===== config.mk =====
export PLATFORM = sky130hd
export DESIGN_NAME = processor_host_port_flat
export DESIGN_NICKNAME = d
export VERILOG_FILES = /design/src/rtl/processor_host_port_if.sv /design/src/rtl/processor_host_port.sv /design/src/flat_wrapper.sv
export SDC_FILE = /design/constraint.sdc
export NUM_CORES = 1
export LEC_CHECK = 0
export ABC_AREA = 1
export CAP_MARGIN = 20
export CORE_MARGIN = 2
export CORE_UTILIZATION = 45
export DETAILED_ROUTE_END_ITERATION = 10
export PLACE_DENSITY_LB_ADDON = 0.15
export SLEW_MARGIN = 0
export SYNTH_ARGS = -nofsm -noshare
export SYNTH_HDL_FRONTEND = slang
export SYNTH_SLANG_ARGS = --single-unit

===== constraint.sdc =====
create_clock -name clk -period 10.2 [get_ports clk]
set_input_delay 2.04 -clock clk [delete_from_list [all_inputs] [get_ports clk]]
set_output_delay 2.04 -clock clk [all_outputs]
set_load 0.05 [all_outputs]

===== src/rtl/processor_host_port_if.sv =====
`default_nettype none
// ============================================================================
// Module      : processor_host_port_if
// Description : Bundles the processor read port, the table-memory port, the
//               distinguished-point output port and the host FIFO port.
//               slave  - seen by processor_host_port
//               master - seen by the processor / table / host side
// Ports       : rom_rqst/rom_addr/rom_data/rom_rdy     processor reads
//               tbl_rd_en/tbl_addr/tbl_rdata            table memory
//               outputing/result_0/result_1/output_ack  point output
//               dp_valid/dp_x/dp_y/dp_pop/dp_count      host FIFO view
// Revision    : 1.0 - initial release
// ============================================================================
interface processor_host_port_if #(
  parameter int R_BITS = 110
);
  logic              rom_rqst;
  logic [7:0]        rom_addr;
  logic [R_BITS-1:0] rom_data;
  logic              rom_rdy;
  logic              tbl_rd_en;
  logic [7:0]        tbl_addr;
  logic [R_BITS-1:0] tbl_rdata;
  logic              outputing;
  logic [R_BITS-1:0] result_0;
  logic [R_BITS-1:0] result_1;
  logic              output_ack;
  logic              dp_valid;
  logic [R_BITS-1:0] dp_x;
  logic [R_BITS-1:0] dp_y;
  logic              dp_pop;
  logic [15:0]       dp_count;

  modport slave (
    input  rom_rqst, rom_addr, tbl_rdata, outputing, result_0, result_1, dp_pop,
    output rom_data, rom_rdy, tbl_rd_en, tbl_addr, output_ack, dp_valid, dp_x, dp_y, dp_count
  );

  modport master (
    output rom_rqst, rom_addr, tbl_rdata, outputing, result_0, result_1, dp_pop,
    input  rom_data, rom_rdy, tbl_rd_en, tbl_addr, output_ack, dp_valid, dp_x, dp_y, dp_count
  );
endinterface
`default_nettype wire


===== src/rtl/processor_host_port.sv =====
`default_nettype none
// ============================================================================
// Module      : processor_host_port
// Description : Host-side port of the point-search processor. Answers
//               processor table reads with a toggle handshake, and captures
//               distinguished points into a first-word-fall-through FIFO
//               that the host drains. Both paths run concurrently.
// Ports       : clk   - sole clock, rising edge
//               rst_n - asynchronous active-low reset
//               bus   - processor_host_port_if.slave (all data/handshakes)
// Revision    : 1.0 - initial release
// ============================================================================
module processor_host_port #(
  parameter int R_BITS     = 110,
  parameter int TBL_LAT    = 2,
  parameter int FIFO_DEPTH = 4
) (
  input  wire logic              clk,
  input  wire logic              rst_n,
  processor_host_port_if.slave   bus
);

  localparam int              c_PTR_W = $clog2(FIFO_DEPTH);
  localparam logic [2:0]      c_LAT   = 3'(TBL_LAT);
  localparam logic [c_PTR_W:0] c_FULL = (c_PTR_W+1)'(FIFO_DEPTH);

  localparam logic [2:0] c_RD_IDLE  = 3'd0;
  localparam logic [2:0] c_RD_ISSUE = 3'd1;
  localparam logic [2:0] c_RD_WAIT  = 3'd2;
  localparam logic [2:0] c_RD_ACK   = 3'd3;
  localparam logic [2:0] c_RD_DONE  = 3'd4;

  localparam logic [1:0] c_OUT_IDLE = 2'd0;
  localparam logic [1:0] c_OUT_CAPT = 2'd1;
  localparam logic [1:0] c_OUT_DONE = 2'd2;

  // --------------------------------------------------------------------------
  // Read responder
  // --------------------------------------------------------------------------
  logic              r_rqst, r_rqst_d;
  logic [2:0]        r_rd_state, w_rd_next;
  logic [2:0]        r_wait_cnt;
  logic [7:0]        r_tbl_addr;
  logic [R_BITS-1:0] r_rom_data;
  logic              r_rom_rdy;
  logic              w_rqst_rise;
  logic              w_addr_load, w_tbl_rd_en, w_data_load, w_rdy_toggle;

  // Edge detect on the registered request; both stages reset to 0 so a
  // request held high through reset release looks like a fresh edge.
  always_ff @(posedge clk or negedge rst_n) begin
    if (!rst_n) begin
      r_rqst   <= 1'b0;
      r_rqst_d <= 1'b0;
    end else begin
      r_rqst   <= bus.rom_rqst;
      r_rqst_d <= r_rqst;
    end
  end

  assign w_rqst_rise = r_rqst & ~r_rqst_d;

  always_ff @(posedge clk or negedge rst_n) begin
    if (!rst_n) r_rd_state <= c_RD_IDLE;
    else        r_rd_state <= w_rd_next;
  end

  always_comb begin
    w_rd_next = r_rd_state;
    case (r_rd_state)
      c_RD_IDLE:  if (w_rqst_rise) w_rd_next = c_RD_ISSUE;
      c_RD_ISSUE: w_rd_next = c_RD_WAIT;
      c_RD_WAIT:  if (r_wait_cnt == 3'd1) w_rd_next = c_RD_ACK;
      c_RD_ACK:   w_rd_next = c_RD_DONE;
      c_RD_DONE:  if (!r_rqst) w_rd_next = c_RD_IDLE;
      default:    w_rd_next = c_RD_IDLE;
    endcase
  end

  always_comb begin
    w_addr_load  = 1'b0;
    w_tbl_rd_en  = 1'b0;
    w_data_load  = 1'b0;
    w_rdy_toggle = 1'b0;
    case (r_rd_state)
      c_RD_IDLE:  w_addr_load  = w_rqst_rise;
      c_RD_ISSUE: w_tbl_rd_en  = 1'b1;
      c_RD_WAIT:  w_data_load  = (r_wait_cnt == 3'd1);
      c_RD_ACK:   w_rdy_toggle = 1'b1;
      default:    ;
    endcase
  end

  // Counter runs TBL_LAT wait cycles; data is captured on the last one so
  // rom_data settles one cycle before rom_rdy flips.
  always_ff @(posedge clk or negedge rst_n) begin
    if (!rst_n) begin
      r_tbl_addr <= 8'd0;
      r_wait_cnt <= 3'd0;
      r_rom_data <= '0;
      r_rom_rdy  <= 1'b0;
    end else begin
      if (w_addr_load)                   r_tbl_addr <= bus.rom_addr;
      if (w_tbl_rd_en)                   r_wait_cnt <= c_LAT;
      else if (r_rd_state == c_RD_WAIT)  r_wait_cnt <= r_wait_cnt - 3'd1;
      if (w_data_load)                   r_rom_data <= bus.tbl_rdata;
      if (w_rdy_toggle)                  r_rom_rdy  <= ~r_rom_rdy;
    end
  end

  assign bus.tbl_rd_en = w_tbl_rd_en;
  assign bus.tbl_addr  = r_tbl_addr;
  assign bus.rom_data  = r_rom_data;
  assign bus.rom_rdy   = r_rom_rdy;

  // --------------------------------------------------------------------------
  // Output capture
  // --------------------------------------------------------------------------
  logic              r_outp, r_outp_d;
  logic [1:0]        r_out_state, w_out_next;
  logic              r_ack;
  logic [15:0]       r_dp_count;
  logic              w_outp_rise, w_push, w_pop, w_full, w_empty;
  logic [R_BITS-1:0] r_mem_x [FIFO_DEPTH];
  logic [R_BITS-1:0] r_mem_y [FIFO_DEPTH];
  logic [c_PTR_W-1:0] r_wr_ptr, r_rd_ptr;
  logic [c_PTR_W:0]   r_level;

  always_ff @(posedge clk or negedge rst_n) begin
    if (!rst_n) begin
      r_outp   <= 1'b0;
      r_outp_d <= 1'b0;
    end else begin
      r_outp   <= bus.outputing;
      r_outp_d <= r_outp;
    end
  end

  assign w_outp_rise = r_outp & ~r_outp_d;
  assign w_full      = (r_level == c_FULL);
  assign w_empty     = (r_level == '0);
  assign w_pop       = bus.dp_pop & ~w_empty;

  always_ff @(posedge clk or negedge rst_n) begin
    if (!rst_n) r_out_state <= c_OUT_IDLE;
    else        r_out_state <= w_out_next;
  end

  always_comb begin
    w_out_next = r_out_state;
    case (r_out_state)
      c_OUT_IDLE: if (w_outp_rise) w_out_next = c_OUT_CAPT;
      c_OUT_CAPT: if (!w_full)     w_out_next = c_OUT_DONE;
      c_OUT_DONE: if (!r_outp)     w_out_next = c_OUT_IDLE;
      default:    w_out_next = c_OUT_IDLE;
    endcase
  end

  // Full is judged on the level at cycle start, so a pop in the same cycle
  // as a full FIFO frees the slot for the following cycle's push.
  always_comb begin
    w_push = 1'b0;
    if (r_out_state == c_OUT_CAPT) w_push = ~w_full;
  end

  always_ff @(posedge clk or negedge rst_n) begin
    if (!rst_n) begin
      r_ack      <= 1'b0;
      r_dp_count <= 16'd0;
      r_wr_ptr   <= '0;
      r_rd_ptr   <= '0;
      r_level    <= '0;
    end else begin
      if (w_push) begin
        r_ack      <= ~r_ack;
        r_dp_count <= r_dp_count + 16'd1;
        r_wr_ptr   <= r_wr_ptr + 1'b1;
      end
      if (w_pop) r_rd_ptr <= r_rd_ptr + 1'b1;
      case ({w_push, w_pop})
        2'b10:   r_level <= r_level + 1'b1;
        2'b01:   r_level <= r_level - 1'b1;
        default: ;
      endcase
    end
  end

  always_ff @(posedge clk) begin
    if (w_push) begin
      r_mem_x[r_wr_ptr] <= bus.result_0;
      r_mem_y[r_wr_ptr] <= bus.result_1;
    end
  end

  assign bus.output_ack = r_ack;
  assign bus.dp_count   = r_dp_count;
  assign bus.dp_valid   = ~w_empty;
  assign bus.dp_x       = r_mem_x[r_rd_ptr];
  assign bus.dp_y       = r_mem_y[r_rd_ptr];

endmodule
`default_nettype wire

===== src/flat_wrapper.sv =====
// flat-port wrapper written by rule: the top's interface ports become plain ports
module processor_host_port_flat 
#(
  parameter int R_BITS     = 110,
  parameter int TBL_LAT    = 2,
  parameter int FIFO_DEPTH = 4
)
  (clk, rst_n, bus_rom_rqst, bus_rom_addr, bus_tbl_rdata, bus_outputing, bus_result_0, bus_result_1, bus_dp_pop, bus_rom_data, bus_rom_rdy, bus_tbl_rd_en, bus_tbl_addr, bus_output_ack, bus_dp_valid, bus_dp_x, bus_dp_y, bus_dp_count);
  processor_host_port_if #(.R_BITS(R_BITS)) bus_i ();
  input  wire logic clk;
  input  wire logic rst_n;
  input wire logic [$bits(bus_i.rom_rqst)-1:0] bus_rom_rqst;
  input wire logic [$bits(bus_i.rom_addr)-1:0] bus_rom_addr;
  input wire logic [$bits(bus_i.tbl_rdata)-1:0] bus_tbl_rdata;
  input wire logic [$bits(bus_i.outputing)-1:0] bus_outputing;
  input wire logic [$bits(bus_i.result_0)-1:0] bus_result_0;
  input wire logic [$bits(bus_i.result_1)-1:0] bus_result_1;
  input wire logic [$bits(bus_i.dp_pop)-1:0] bus_dp_pop;
  output wire logic [$bits(bus_i.rom_data)-1:0] bus_rom_data;
  output wire logic [$bits(bus_i.rom_rdy)-1:0] bus_rom_rdy;
  output wire logic [$bits(bus_i.tbl_rd_en)-1:0] bus_tbl_rd_en;
  output wire logic [$bits(bus_i.tbl_addr)-1:0] bus_tbl_addr;
  output wire logic [$bits(bus_i.output_ack)-1:0] bus_output_ack;
  output wire logic [$bits(bus_i.dp_valid)-1:0] bus_dp_valid;
  output wire logic [$bits(bus_i.dp_x)-1:0] bus_dp_x;
  output wire logic [$bits(bus_i.dp_y)-1:0] bus_dp_y;
  output wire logic [$bits(bus_i.dp_count)-1:0] bus_dp_count;
  assign bus_i.rom_rqst = bus_rom_rqst;
  assign bus_i.rom_addr = bus_rom_addr;
  assign bus_i.tbl_rdata = bus_tbl_rdata;
  assign bus_i.outputing = bus_outputing;
  assign bus_i.result_0 = bus_result_0;
  assign bus_i.result_1 = bus_result_1;
  assign bus_i.dp_pop = bus_dp_pop;
  assign bus_rom_data = bus_i.rom_data;
  assign bus_rom_rdy = bus_i.rom_rdy;
  assign bus_tbl_rd_en = bus_i.tbl_rd_en;
  assign bus_tbl_addr = bus_i.tbl_addr;
  assign bus_output_ack = bus_i.output_ack;
  assign bus_dp_valid = bus_i.dp_valid;
  assign bus_dp_x = bus_i.dp_x;
  assign bus_dp_y = bus_i.dp_y;
  assign bus_dp_count = bus_i.dp_count;
  processor_host_port #(.R_BITS(R_BITS), .TBL_LAT(TBL_LAT), .FIFO_DEPTH(FIFO_DEPTH)) u_core (.clk(clk), .rst_n(rst_n), .bus(bus_i));
endmodule

==> results.cfg <==
[placement]
port_buffers = 700
dp_hpwl_mm = 65.1
pre_cts_slack_ns = 3.84
gp_congestion = 0.946
dpl_cell_area_um2 = 46900

[cells_and_area]
drive_gt1_share_pct = 6.61
design_area_um2 = 50200
fin_util_pct = 58.0
final_nets = 3853
area_growth_pct = 28.1

[grt]
globalRouteOverflowTotal = 0
grt_pass1_vias = 24797
grt_pass1_wl_mm = 154
grt_max_degree = 247
track_usage_pct = 22.6
antenna_found_initial = 44

[sta]
fmax_mhz = 142
hold_viol_final = 0
slew_headroom_pct = 16.1
min_period_over_period_pct = 69.2
holdWs_ns = 0.417
skew_ns = 0.0496
drv_slew = 0
setup_ws_ns = 3.14
final.min_clock_period_ns = 7.06
tightest_slew_ns = 1.26
rsz0062_at_grt = false
setup_viol = 0

[drt]
avgViaCountPerCell = 5.26
wl_per_cell_um = 22.0
detail-route-antenna-nets = 0
wl_mm = 105
vias = 25077
post-route-drc-count = 0
first_pass_iters = 5
drt_iter0_drc = 1982

[clock_tree]
cts.sinks = 1035
holdBufCountCts = 0
cts_resized = 0
clk_path_buf_depth = 3
cts_inserted_buffers = 103
cts_max_level = 3
clk_pin_slew_worst_paths_ns = 0.05
post-cts-setup-buffers = 0
clk_latency_ns = 0.68
cts_tree = done
cts_root_buffer = clkbuf_16

[synth]
yosys.area.top_type = edfxtp_1
syn_avg_cell_area_um2 = 13.8
synthTopCellsByCount = 880 x edfxtp_1, 476 x o21ai_0, 465 x nor2_1
synth_top_cell_area_share_pct = 67.4
syn_inst = 2841
synth_area_um2 = 39200
ys_seq_elements = 1035
synthArstFlopShare_pct = 15.0
yosys_warnings = 0
yosys_most_used_dff = edfxtp_1
synth_cell_type_count = 29
synth.most_common_cell = edfxtp_1
synth-edff-count = 880
synth-seq-area-share_pct = 77.3
syn-num-nets = 3193
ys_top_cells_by_area = edfxtp_1 67%, dfrtp_1 9.9%, o21ai_0 6.1%

[worst_setup_path]
worst_setup_path_end_kind = output pin
rr_worst_depth = 5
cp_data_arrival_time_ns = 5.02
regToRegSetupSlack_ns = 6.40
timing.rr.end = u_core.r_mem_y[2][24]
crit_required_ns = 8.16
crit_fanout = 104
startpoint = u_core.r_rd_ptr[0]
timing.rr.start = u_core.r_out_state[1]
endpoint = bus_dp_y[96]
critPathLaunchType = flip-flop
critical_path_class = reg -> out

[floorplanning]
die_y_um = 299
fp-row-count = 108
io-pin-count = 701
die_area_um2 = 89500
die_w_um = 299
core_area_um2 = 86500
start_util_pct = 45.3

[flow_run]
cap_violations = 0

[power]
leakagePower_nw = 17.6
vdd_drop_max_mv = 0.254
power_density_nw_per_um2 = 346

[min_path]
hp-class = reg -> reg

[outcome]
status = completed
-- worst max-delay path, cell delays in order, from the launching register on --
cell and delay (ns):
dfrtp_4 0.99, buf_4 0.84, buf_4 0.92, o21ai_0 0.23, o22ai_1 0.30, clkdlybuf4s50_1 0.88
-- final cells by class --
class | count | area, um^2
diodes | 26 | 65.1
clock buffers | 135 | 2750
clock inverters | 54 | 528
fillers | 6831 | 36300
inverters | 161 | 622
multi-input cells | 1474 | 7250
flip-flops and latches | 1035 | 30300
well taps | 1155 | 1450
repair buffers | 726 | 7230
-- metal layers --
layer	global-route usage, %	wire [um]
met5	0	147
met4	8.82	3050
met3	6.14	7380
met2	38.8	53600
met1	27.3	40600
-- power breakdown --
group	switching [mW]	internal, mW
sequential	0.334	5.27
combinational	5.76	2.34
clock	1.57	2.08
-- state kept, by name (all words and copies together), names as in the netlist, 3 cells and up --
name / flops
u_core.bus.rom_data: 110
u_core.r_mem_y: 440
u_core.r_rd_state: 3
u_core.r_wait_cnt: 3
u_core.bus.tbl_addr: 8
u_core.r_level: 3
u_core.bus.dp_count: 16
u_core.r_mem_x: 440
-- logic make-up (layout without fill, tap and decap cells) --
group / after synthesis / in the layout / share of synthesized area, %
fa+ha+maj: 9 / 9 / 0.306
compound gates: 786 / 786 / 11.3
xor+xnor: 14 / 14 / 0.313
buf+inv: 332 / 1076 / 4.25
flops: 1035 / 1035 / 77.3
other cells: 0 / 26 / 0
simple gates: 665 / 665 / 6.55
-- layout by cell type, fill, tap and decap left out, types with 8 or more instances in the layout --
cell / count
o22ai_1: 221
clkbuf_1: 28
nor2_1: 461
inv_1: 158
clkinv_2: 21
edfxtp_1: 880
o21ai_0: 476
clkdlybuf4s50_1: 699
dfrtp_1: 153
nand4_1: 8
o21ai_2: 53
clkbuf_16: 104
buf_4: 24
o21ai_1: 34
ha_1: 8
clkinv_1: 18
nand3_1: 12
diode_2: 26
nand2_1: 172
-- stage by stage --
stage / setup TNS [ns] / instances / total power, mW
floorplan: -421.79 / 2841 / 11.1
global placement: 0 / 4551 / 13.7
detailed placement: 0 / 4551 / 13.8
CTS: 0 / 4740 / 17.5
global route: 0 / 4763 / 18.1
finish: 0 / 4766 / 17.3
-- how the worst min path moves through the flow --
stage                  start               to  slack [ns]  cells after the start
6_report       u_core.r_outp  u_core.r_outp_d        0.42                      0
5_1_grt        u_core.r_rqst  u_core.r_rqst_d        0.43                      0
4_1_cts        u_core.r_outp  u_core.r_outp_d        0.42                      0
3_5_place_dp   u_core.r_outp  u_core.r_outp_d        0.40                      0
3_3_place_gp   u_core.r_outp  u_core.r_outp_d        0.38                      0
2_1_floorplan  u_core.r_outp  u_core.r_outp_d        0.37                      0
No activity file was read; power rests on OpenSTA's default activity.
